File: src/rtl/pipo_arb_pkg.sv
// Shared types and constants for the PIPO write arbiter.
package pipo_arb_pkg;

   // Width of the post-write hold counter (HOLD range 0..15)
   localparam int unsigned CNT_W = 4;

   typedef enum logic [1:0] {
      S_IDLE = 2'd0,
      S_LOAD = 2'd1,
      S_HOLD = 2'd2
   } state_t;

   // Index width for m requesters, never narrower than one bit
   function automatic int unsigned idx_w(input int unsigned m);
      return (m > 1) ? $clog2(m) : 1;
   endfunction

endpackage

File: src/rtl/pipo_write_arbiter_rr_pick.sv
// Round-robin pick: first set request searching upward from the pointer, wrapping at M.
module rr_pick
   import pipo_arb_pkg::*;
#(
   parameter int unsigned M  = 4,
   parameter int unsigned IW = 2
) (
   input  logic [M-1:0]  req,
   input  logic [IW-1:0] ptr,
   output logic [M-1:0]  win,
   output logic [IW-1:0] win_id,
   output logic          valid
);

   logic [IW:0] cand;

   // Scan candidates ptr, ptr+1, ... modulo M and keep the first requester found
   always_comb begin
      win    = '0;
      win_id = '0;
      valid  = 1'b0;
      cand   = '0;
      for (int k = 0; k < int'(M); k++) begin
         cand = (IW+1)'(ptr) + (IW+1)'(k);
         if (cand >= (IW+1)'(M)) begin
            cand = cand - (IW+1)'(M);
         end
         if (!valid && req[cand[IW-1:0]]) begin
            valid               = 1'b1;
            win_id              = cand[IW-1:0];
            win[cand[IW-1:0]]   = 1'b1;
         end
      end
   end

endmodule

File: src/rtl/pipo_write_arbiter.sv
// Round-robin arbiter sharing one PIPO register bank: one-cycle write pulse, then a hold gap.
module pipo_write_arbiter
   import pipo_arb_pkg::*;
#(
   parameter int unsigned N    = 8,
   parameter int unsigned M    = 4,
   parameter int unsigned HOLD = 2
) (
   input  logic                  CLK,
   input  logic                  n_Reset,
   input  logic [M-1:0]          req,
   input  logic [M*N-1:0]        wdata,
   output logic [M-1:0]          gnt,
   output logic [N-1:0]          reg_D,
   output logic                  reg_EN,
   output logic                  busy,
   output logic [$clog2(M)-1:0]  last_id
);

   localparam int unsigned IW = $clog2(M);
   localparam logic [CNT_W-1:0] HOLD_INIT = CNT_W'((HOLD > 0) ? HOLD - 1 : 0);

   state_t         state;
   state_t         next_state;
   logic [IW-1:0]  ptr;
   logic [CNT_W-1:0] cnt;

   logic [M-1:0]   pick_win;
   logic [IW-1:0]  pick_id;
   logic           pick_valid;
   logic [N-1:0]   sel_data;

   logic [M-1:0]   gnt_nxt;
   logic           en_nxt;
   logic           busy_nxt;

   rr_pick #(.M(M), .IW(IW)) u_pick (
      .req    (req),
      .ptr    (ptr),
      .win    (pick_win),
      .win_id (pick_id),
      .valid  (pick_valid)
   );

   // Winner's write data
   always_comb begin
      sel_data = '0;
      for (int i = 0; i < int'(M); i++) begin
         if (pick_id == IW'(i)) begin
            sel_data = wdata[i*N +: N];
         end
      end
   end

   // State register
   always_ff @(posedge CLK or negedge n_Reset) begin
      if (!n_Reset) begin
         state <= S_IDLE;
      end else begin
         state <= next_state;
      end
   end

   // Next-state logic: arbitrate only in IDLE, single LOAD cycle, counted HOLD gap
   always_comb begin
      next_state = state;
      case (state)
         S_IDLE:  if (pick_valid) next_state = S_LOAD;
         S_LOAD:  next_state = (HOLD > 0) ? S_HOLD : S_IDLE;
         S_HOLD:  if (cnt == '0) next_state = S_IDLE;
         default: next_state = S_IDLE;
      endcase
   end

   // Output decode from the upcoming state, registered below
   always_comb begin
      gnt_nxt  = '0;
      en_nxt   = 1'b0;
      busy_nxt = 1'b0;
      if (next_state == S_LOAD) begin
         gnt_nxt = pick_win;
         en_nxt  = 1'b1;
      end
      if (next_state != S_IDLE) begin
         busy_nxt = 1'b1;
      end
   end

   // Registered control outputs; reset drops reg_EN immediately, abandoning a write
   always_ff @(posedge CLK or negedge n_Reset) begin
      if (!n_Reset) begin
         gnt    <= '0;
         reg_EN <= 1'b0;
         busy   <= 1'b0;
      end else begin
         gnt    <= gnt_nxt;
         reg_EN <= en_nxt;
         busy   <= busy_nxt;
      end
   end

   // Capture winner data and id, advance the rotation pointer past the winner
   always_ff @(posedge CLK or negedge n_Reset) begin
      if (!n_Reset) begin
         reg_D   <= '0;
         last_id <= '0;
         ptr     <= '0;
      end else if (state == S_IDLE && pick_valid) begin
         reg_D   <= sel_data;
         last_id <= pick_id;
         ptr     <= (pick_id == IW'(M - 1)) ? '0 : pick_id + IW'(1);
      end
   end

   // Hold gap counter
   always_ff @(posedge CLK or negedge n_Reset) begin
      if (!n_Reset) begin
         cnt <= '0;
      end else if (state == S_LOAD) begin
         cnt <= HOLD_INIT;
      end else if (state == S_HOLD && cnt != '0) begin
         cnt <= cnt - CNT_W'(1);
      end
   end

endmodule
File: config.mk
export PLATFORM = sky130hd
export DESIGN_NAME = pipo_write_arbiter
export DESIGN_NICKNAME = d
export VERILOG_FILES = /design/src/rtl/pipo_arb_pkg.sv /design/src/rtl/pipo_write_arbiter_rr_pick.sv /design/src/rtl/pipo_write_arbiter.sv
export SDC_FILE = /design/constraint.sdc
export NUM_CORES = 1
export LEC_CHECK = 0
export ABC_CLOCK_PERIOD_IN_PS = 3600
export BUFFER_PORTS_ARGS = -buffer_cell sky130_fd_sc_hd__buf_2
export CAP_MARGIN = 25
export CELL_PAD_IN_SITES_DETAIL_PLACEMENT = 1
export CELL_PAD_IN_SITES_GLOBAL_PLACEMENT = 1
export CORE_MARGIN = 2
export CORE_UTILIZATION = 30
export DETAILED_ROUTE_END_ITERATION = 7
export PLACE_DENSITY = 0.71
export SETUP_SLACK_MARGIN = 0.4
export SYNTH_ARGS = -nofsm -noshare
export SYNTH_HDL_FRONTEND = slang
export SYNTH_SLANG_ARGS = --single-unit
File: constraint.sdc
create_clock -name CLK -period 3.6 [get_ports CLK]
set_clock_uncertainty 0.15 [all_clocks]
set_input_delay 0.72 -clock CLK [delete_from_list [all_inputs] [get_ports CLK]]
set_output_delay 0.72 -clock CLK [all_outputs]
set_load 0.1 [all_outputs]
==> results.cfg, run 1 <==
[sta]
layout_min_cycle_time_ns = 2.99
clock.fmax_ghz = 0.334
hold_viol_final = 0
final.period_utilization_pct = 83.1
finalSetupViolCount = 0
rsz0062_at_grt = no
report.final.slew_viol_count = 0
setup_tns_ns = 0
setup_ws_ns = 0.607
worst_slew_pin_slew_ns = 0.727
relSlewSlack_pct = 51.6

[clock_tree]
clk_path_buf_depth = 2
clock_latency_ns = 0.27
cts-root-buf = clkbuf_8
cts-buffers-inserted = 3
clock-sinks = 24
htree_levels = 1
cts_tree = yes
path_clk_slew_ns = 0.09

[job]
maxCapViolCount = 0

[critical_path]
crit_chain = inv_2, ha_4, mux4_2, and3_1, o32ai_4, nand2_1, ha_2, nand3b_1, a311oi_1, a21oi_1, o21ai_0
cp.arrival_ns = 3.03
crit_buf_inv = 1
crit_start = ptr[0]$_DFFE_PN0P_
reg2reg_to = reg_D[6]$_DFFE_PN0P_
start_kind = register
reg2reg_from = ptr[0]$_DFFE_PN0P_
critPathCaptureType = register
critPathKind = register to register
cp_top_family = compound AO/OA/AOI/OAI gates
reg2reg_depth = 11
reg2reg_slack_ns = 0.61
critPathMaxFanout = 10
cp.required_ns = 3.64
critical-path-slowest-cell = dfrtp_1
critPathMaxStageDelay_ns = 0.39

[global_route]
grt_pass1_vias = 1577
antenna_found_initial = 0
grt_pass1_wl_um = 7610
groute.usage.overall_pct = 14.9
overflow = 0
grt_max_degree = 25

[yosys]
yosysUniqueCellTypes = 42
synth_top_area_share_pct = 34.4
synth_nets = 245
synth_warnings = 0
synth_seq_area_share_pct = 34.4
synth_cells = 194
synth-edff-count = 0
netlist_area_um2 = 1750
synth_compound_area_share_pct = 23.5
yosys_most_used_dff = dfrtp_1
synth_top_family_by_area = compound AO/OA/AOI/OAI gates
netlist.top_cell.by_area = dfrtp_1
ys_ff_latch = 24
synth_mux_area_share_pct = 3.80
synth-simple-area-share_pct = 20.1
synthAdderAreaFrac_pct = 9.31
async_reset_ff_share_pct = 100
synth_area_leaders = dfrtp_1, ha_1, nand2_1
synth-xor-area-share_pct = 1.00
postSynthAreaPerCell_um2 = 9.00

[min_path]
min_path_type = input pin to async pin

[place]
io_buffers = 53
pre_cts_ws_ns = 0.185
place.gp.congestion = 0.797
dpl.cell_count = 309
detailed_place_hpwl_um = 3710

[die]
initial_core_util_pct = 31.3
dieArea_um2 = 6450
die_h_um = 80.3
fp.dieW_um = 80.3
coreArea_um2 = 5570
io_pins = 54
placementRows = 27

[drt]
first_pass_iters = 4
drt-total-wl_um = 4740
post_drt_wl_per_cell_um = 15.1
drt_iter0_drc = 44
drcViolationCount = 0
final_antenna_net_count = 0
vias_per_cell = 5.11
num_vias = 1611

[layout]
drive_gt1_share_pct = 31.3
diodes = 0
utilization_pct = 39.1
fin_cells = 315
nNetsFinal = 295
areaGrowthSynthToFinish_pct = 24.6

[outcome]
status = finished clean
## per-layer routing
layer  up-vias  wire length [um]  track usage, %
met5         -                 0               0
met1       798              2150            19.6
li1        792                 -               -
met2        17              2460            26.0
met4         0                29            2.03
met3         4               103            2.70
## cell families after synthesis
group	after synthesis
adders and majority gates	13
buffers and inverters	29
and+or+nand+nor	66
xor gates and xnor gates	2
AOI/OAI and AO/OA	56
muxes	4
DFF	24
## layout make-up
type | count | area [um2]
Fill cell | 691 | 3400
Multi-Input combinational cell | 141 | 1040
Sequential cell | 24 | 601
Timing Repair Buffer | 59 | 314
Tap cell | 72 | 90.1
Inverter | 15 | 56.3
Clock buffer | 3 | 41.3
Clock inverter | 1 | 30.0
## metrics by stage
| step | cell area [um2] | hold WS [ns] |
|---|---|---|
| 5_1_grt | 2180 | 0.311 |
| 6_report | 2180 | 0.283 |
| 3_5_place_dp | 2070 | 0.314 |
| 3_3_place_gp | 2070 | 0.307 |
| 4_1_cts | 2140 | 0.295 |
| 2_1_floorplan | 1770 | 0.274 |
## cells in the mapped netlist, types with 2 or more instances
cell / n
dfrtp_1: 24
nand2_1: 20
nor2_1: 16
inv_1: 15
ha_1: 13
o21ai_0: 13
a21oi_1: 11
a221oi_1: 7
nor2b_1: 7
o31a_1: 7
nor3_1: 6
a211o_1: 5
buf_2: 5
clkbuf_1: 5
and2_1: 3
buf_6: 3
nor4b_2: 3
a22o_1: 2
a311oi_1: 2
mux4_2: 2
nand2b_1: 2
nor3b_1: 2
nor4_1: 2
## how the worst max path moves through the flow
stage / to / slack [ns] / cells past startpoint
after floorplan: reg_D[5]$_DFFE_PN0P_ / 0.40 / 14
after global placement: reg_D[2]$_DFFE_PN0P_ / 0.27 / 10
after detailed placement: reg_D[0]$_DFFE_PN0P_ / 0.18 / 10
after CTS: reg_D[0]$_DFFE_PN0P_ / 0.40 / 10
after global routing: reg_D[0]$_DFFE_PN0P_ / 0.42 / 11
final: reg_D[6]$_DFFE_PN0P_ / 0.61 / 11
## state kept, by name, summed over array words and instances (netlist names)
register	cells
ptr	2
state	2
busy	1
gnt	4
reg_D	8
last_id	2
cnt	4
reg_EN	1
## repair_timing
action,in CTS,in global routing
endpoints found under the setup margin,0,8
resized for setup,0,4
setup buffers,0,2
hold buffers,0,0
## placed cells by master (no fill, tap or decap), drive strengths merged, types with 2 or more instances in the layout
cell     n
nand2b   2
nand2   20
a21oi   11
o21ai   13
a22o     2
nor2b    7
a311oi   2
nor3b    2
clkbuf   3
inv     15
mux4     2
nor4     2
ha      13
nor4b    3
a221oi   7
buf     59
dfrtp   24
o31a     7
and2     3
a211o    5
nor3     6
nor2    16
Power of run 1 is left out: the tool's default activity adds up to more than one toggle a clock period on the data nets, which glitch-free logic cannot reach.
==> inputs of run 2 (changes only) <==
--- a/config.mk
+++ b/config.mk
@@ -5,7 +5,7 @@
 export SDC_FILE = /design/constraint.sdc
 export NUM_CORES = 1
 export LEC_CHECK = 0
-export ABC_CLOCK_PERIOD_IN_PS = 3600
+export ABC_CLOCK_PERIOD_IN_PS = 2600
 export BUFFER_PORTS_ARGS = -buffer_cell sky130_fd_sc_hd__buf_2
 export CAP_MARGIN = 25
 export CELL_PAD_IN_SITES_DETAIL_PLACEMENT = 1
==> constraint.sdc (replaced) <==
create_clock -name CLK -period 2.6 [get_ports CLK]
set_clock_uncertainty 0.15 [all_clocks]
set_input_delay 0.52 -clock CLK [delete_from_list [all_inputs] [get_ports CLK]]
set_output_delay 0.52 -clock CLK [all_outputs]
set_load 0.1 [all_outputs]
==> run 2 against run 1 <==
- flip-flop and latch count unchanged
- utilization up 6.2 points
- final area up 16%
- via count rose by 7.4%
- highest routed layer unchanged
- wire length is 12% higher
- setup slack got worse by 0.82 ns
- critical path depth increased by 1
- critical endpoint is now reg_D[1]$_DFFE_PN0P_
- non-clock buffer count up 23
- the flow now finishes with violations (setup timing)
- die area did not move
==> results.cfg, run 2 (synthesis gave the netlist of run 1 again) <==
[clock_tree]
cts-root-buf = clkbuf_8
clock-sinks = 24
cts.hold.buffers_added = 0
cts-buffers-inserted = 3
clk_path_buf_depth = 2
cts_tree = yes
clock_latency_ns = 0.27
path_clk_slew_ns = 0.09
htree_levels = 1

[layout]
nNetsFinal = 318
fillers = 691
top_register = reg_D
layout_common_cells = buf_2, dfrtp_1, buf_4
drive_gt1_share_pct = 43.6
diodes = 0
areaGrowthSynthToFinish_pct = 44.3
reg.largest.list = reg_D x8, cnt x4, gnt x4
largest_reg_flops = 8
final_common_cell = buf_2
stdcell_area_um2 = 2520

[global_route]
grt_pass1_wl_um = 8680
grt_max_degree = 25
groute.usage.overall_pct = 17.4
antenna_found_initial = 0
grt_pass1_vias = 1776
overflow = 0

[critical_path]
crit_chain = inv_8, ha_4, mux4_2, and3_4, o32ai_4, and2_4, ha_4, nor2b_4, buf_4, a221oi_2, o31a_1, o21ai_1
cp.required_ns = 2.65
critPathMaxStageDelay_ns = 0.45
critical-path-slowest-cell = dfrtp_2
start_kind = register
critPathKind = register to register
critPathCaptureType = register
critPathMaxFanout = 3
reg2reg_depth = 12
cpMostUsedCell = ha_4
cp.arrival_ns = 2.86

[die]
dieArea_um2 = 6450
initial_core_util_pct = 31.3
coreArea_um2 = 5570
placementRows = 27
die_h_um = 80.3
io_pins = 54
fp.dieW_um = 80.3

[sta]
finalSetupViolCount = 8
hold_viol_final = 0
rsz0062_at_grt = yes
fin_hold_ws_ns = 0.0828
final.period_utilization_pct = 108
clock.fmax_ghz = 0.356
worst_slew_pin_slew_ns = 0.568
report.final.slew_viol_count = 0
setup_ws_ns = -0.210
layout_min_cycle_time_ns = 2.81
relSlewSlack_pct = 62.1

[place]
place_area_um2 = 2260
io_buffers = 53
detailed_place_hpwl_um = 3840
place.gp.congestion = 0.794

[drt]
drt_iter0_drc = 36
vias_per_cell = 5.12
drcViolationCount = 0
drt-total-wl_um = 5300
post_drt_wl_per_cell_um = 15.7
first_pass_iters = 4
num_vias = 1730
final_antenna_net_count = 0

[min_path]
min_path_type = input pin to async pin

[outcome]
status = finished with violations
violations = setup timing

[job]
maxCapViolCount = 0
## run 2: per-layer routing
metal | global-route usage, % | part of all wire [%]
met2 | 29.0 | 50
met3 | 2.70 | 3.3
met1 | 23.0 | 45
met5 | 0 | 0
met4 | 5.93 | 2.1
## run 2: area by class of cell
cell class              instances  area [um2]  area share (%)
clock buffers                   3        41.3            1.64
clock inverters                 1        30.0            1.19
repair buffers                 82         532            21.1
multi-input cells             141        1160            46.1
well taps                      72        90.1            3.57
inverters                      15        63.8            2.53
flip-flops and latches         24         602            23.9
## run 2: timing repair
item,CTS,global route
pin swaps,5,9
setup buffers,3,4
endpoints found under the setup margin,12,13
resized for setup,18,9
## run 2: worst max-delay path, delay by kind of cell, from the launching register on
family | cells | cell delay [ns]
flops | 1 | 0.45
compound gates | 4 | 0.67
simple gates | 3 | 0.58
fa+ha+maj | 2 | 0.39
buf+inv | 2 | 0.18
mux | 1 | 0.32
## run 2: worst paths after layout
kind	from	end	slack [ns]
setup / recovery	ptr[0]$_DFFE_PN0P_	reg_D[1]$_DFFE_PN0P_	-0.21
hold / removal	n_Reset	gnt[3]$_DFF_PN0_	0.08
setup reg to reg	ptr[0]$_DFFE_PN0P_	reg_D[1]$_DFFE_PN0P_	-0.21
hold reg to reg	reg_D[0]$_DFFE_PN0P_	reg_D[0]$_DFFE_PN0P_	0.34
max in group asynchronous	n_Reset	ptr[0]$_DFFE_PN0P_	1.82
min in group CLK	reg_D[0]$_DFFE_PN0P_	reg_D[0]$_DFFE_PN0P_	0.34
## run 2: stage by stage
stage | setup WS, ns | util (%) | instances | TNS, ns
global route | -0.352 | 45.2 | 338 | -2.61
detailed placement | -0.308 | 40.5 | 327 | -2.19
floorplan | -0.469 | - | 194 | -3.58
global placement | -0.289 | 40.5 | 327 | -1.98
CTS | -0.212 | 44.0 | 334 | -1.49
finish | -0.210 | 45.2 | 338 | -1.56
Power of run 2 is left out for the same reason.
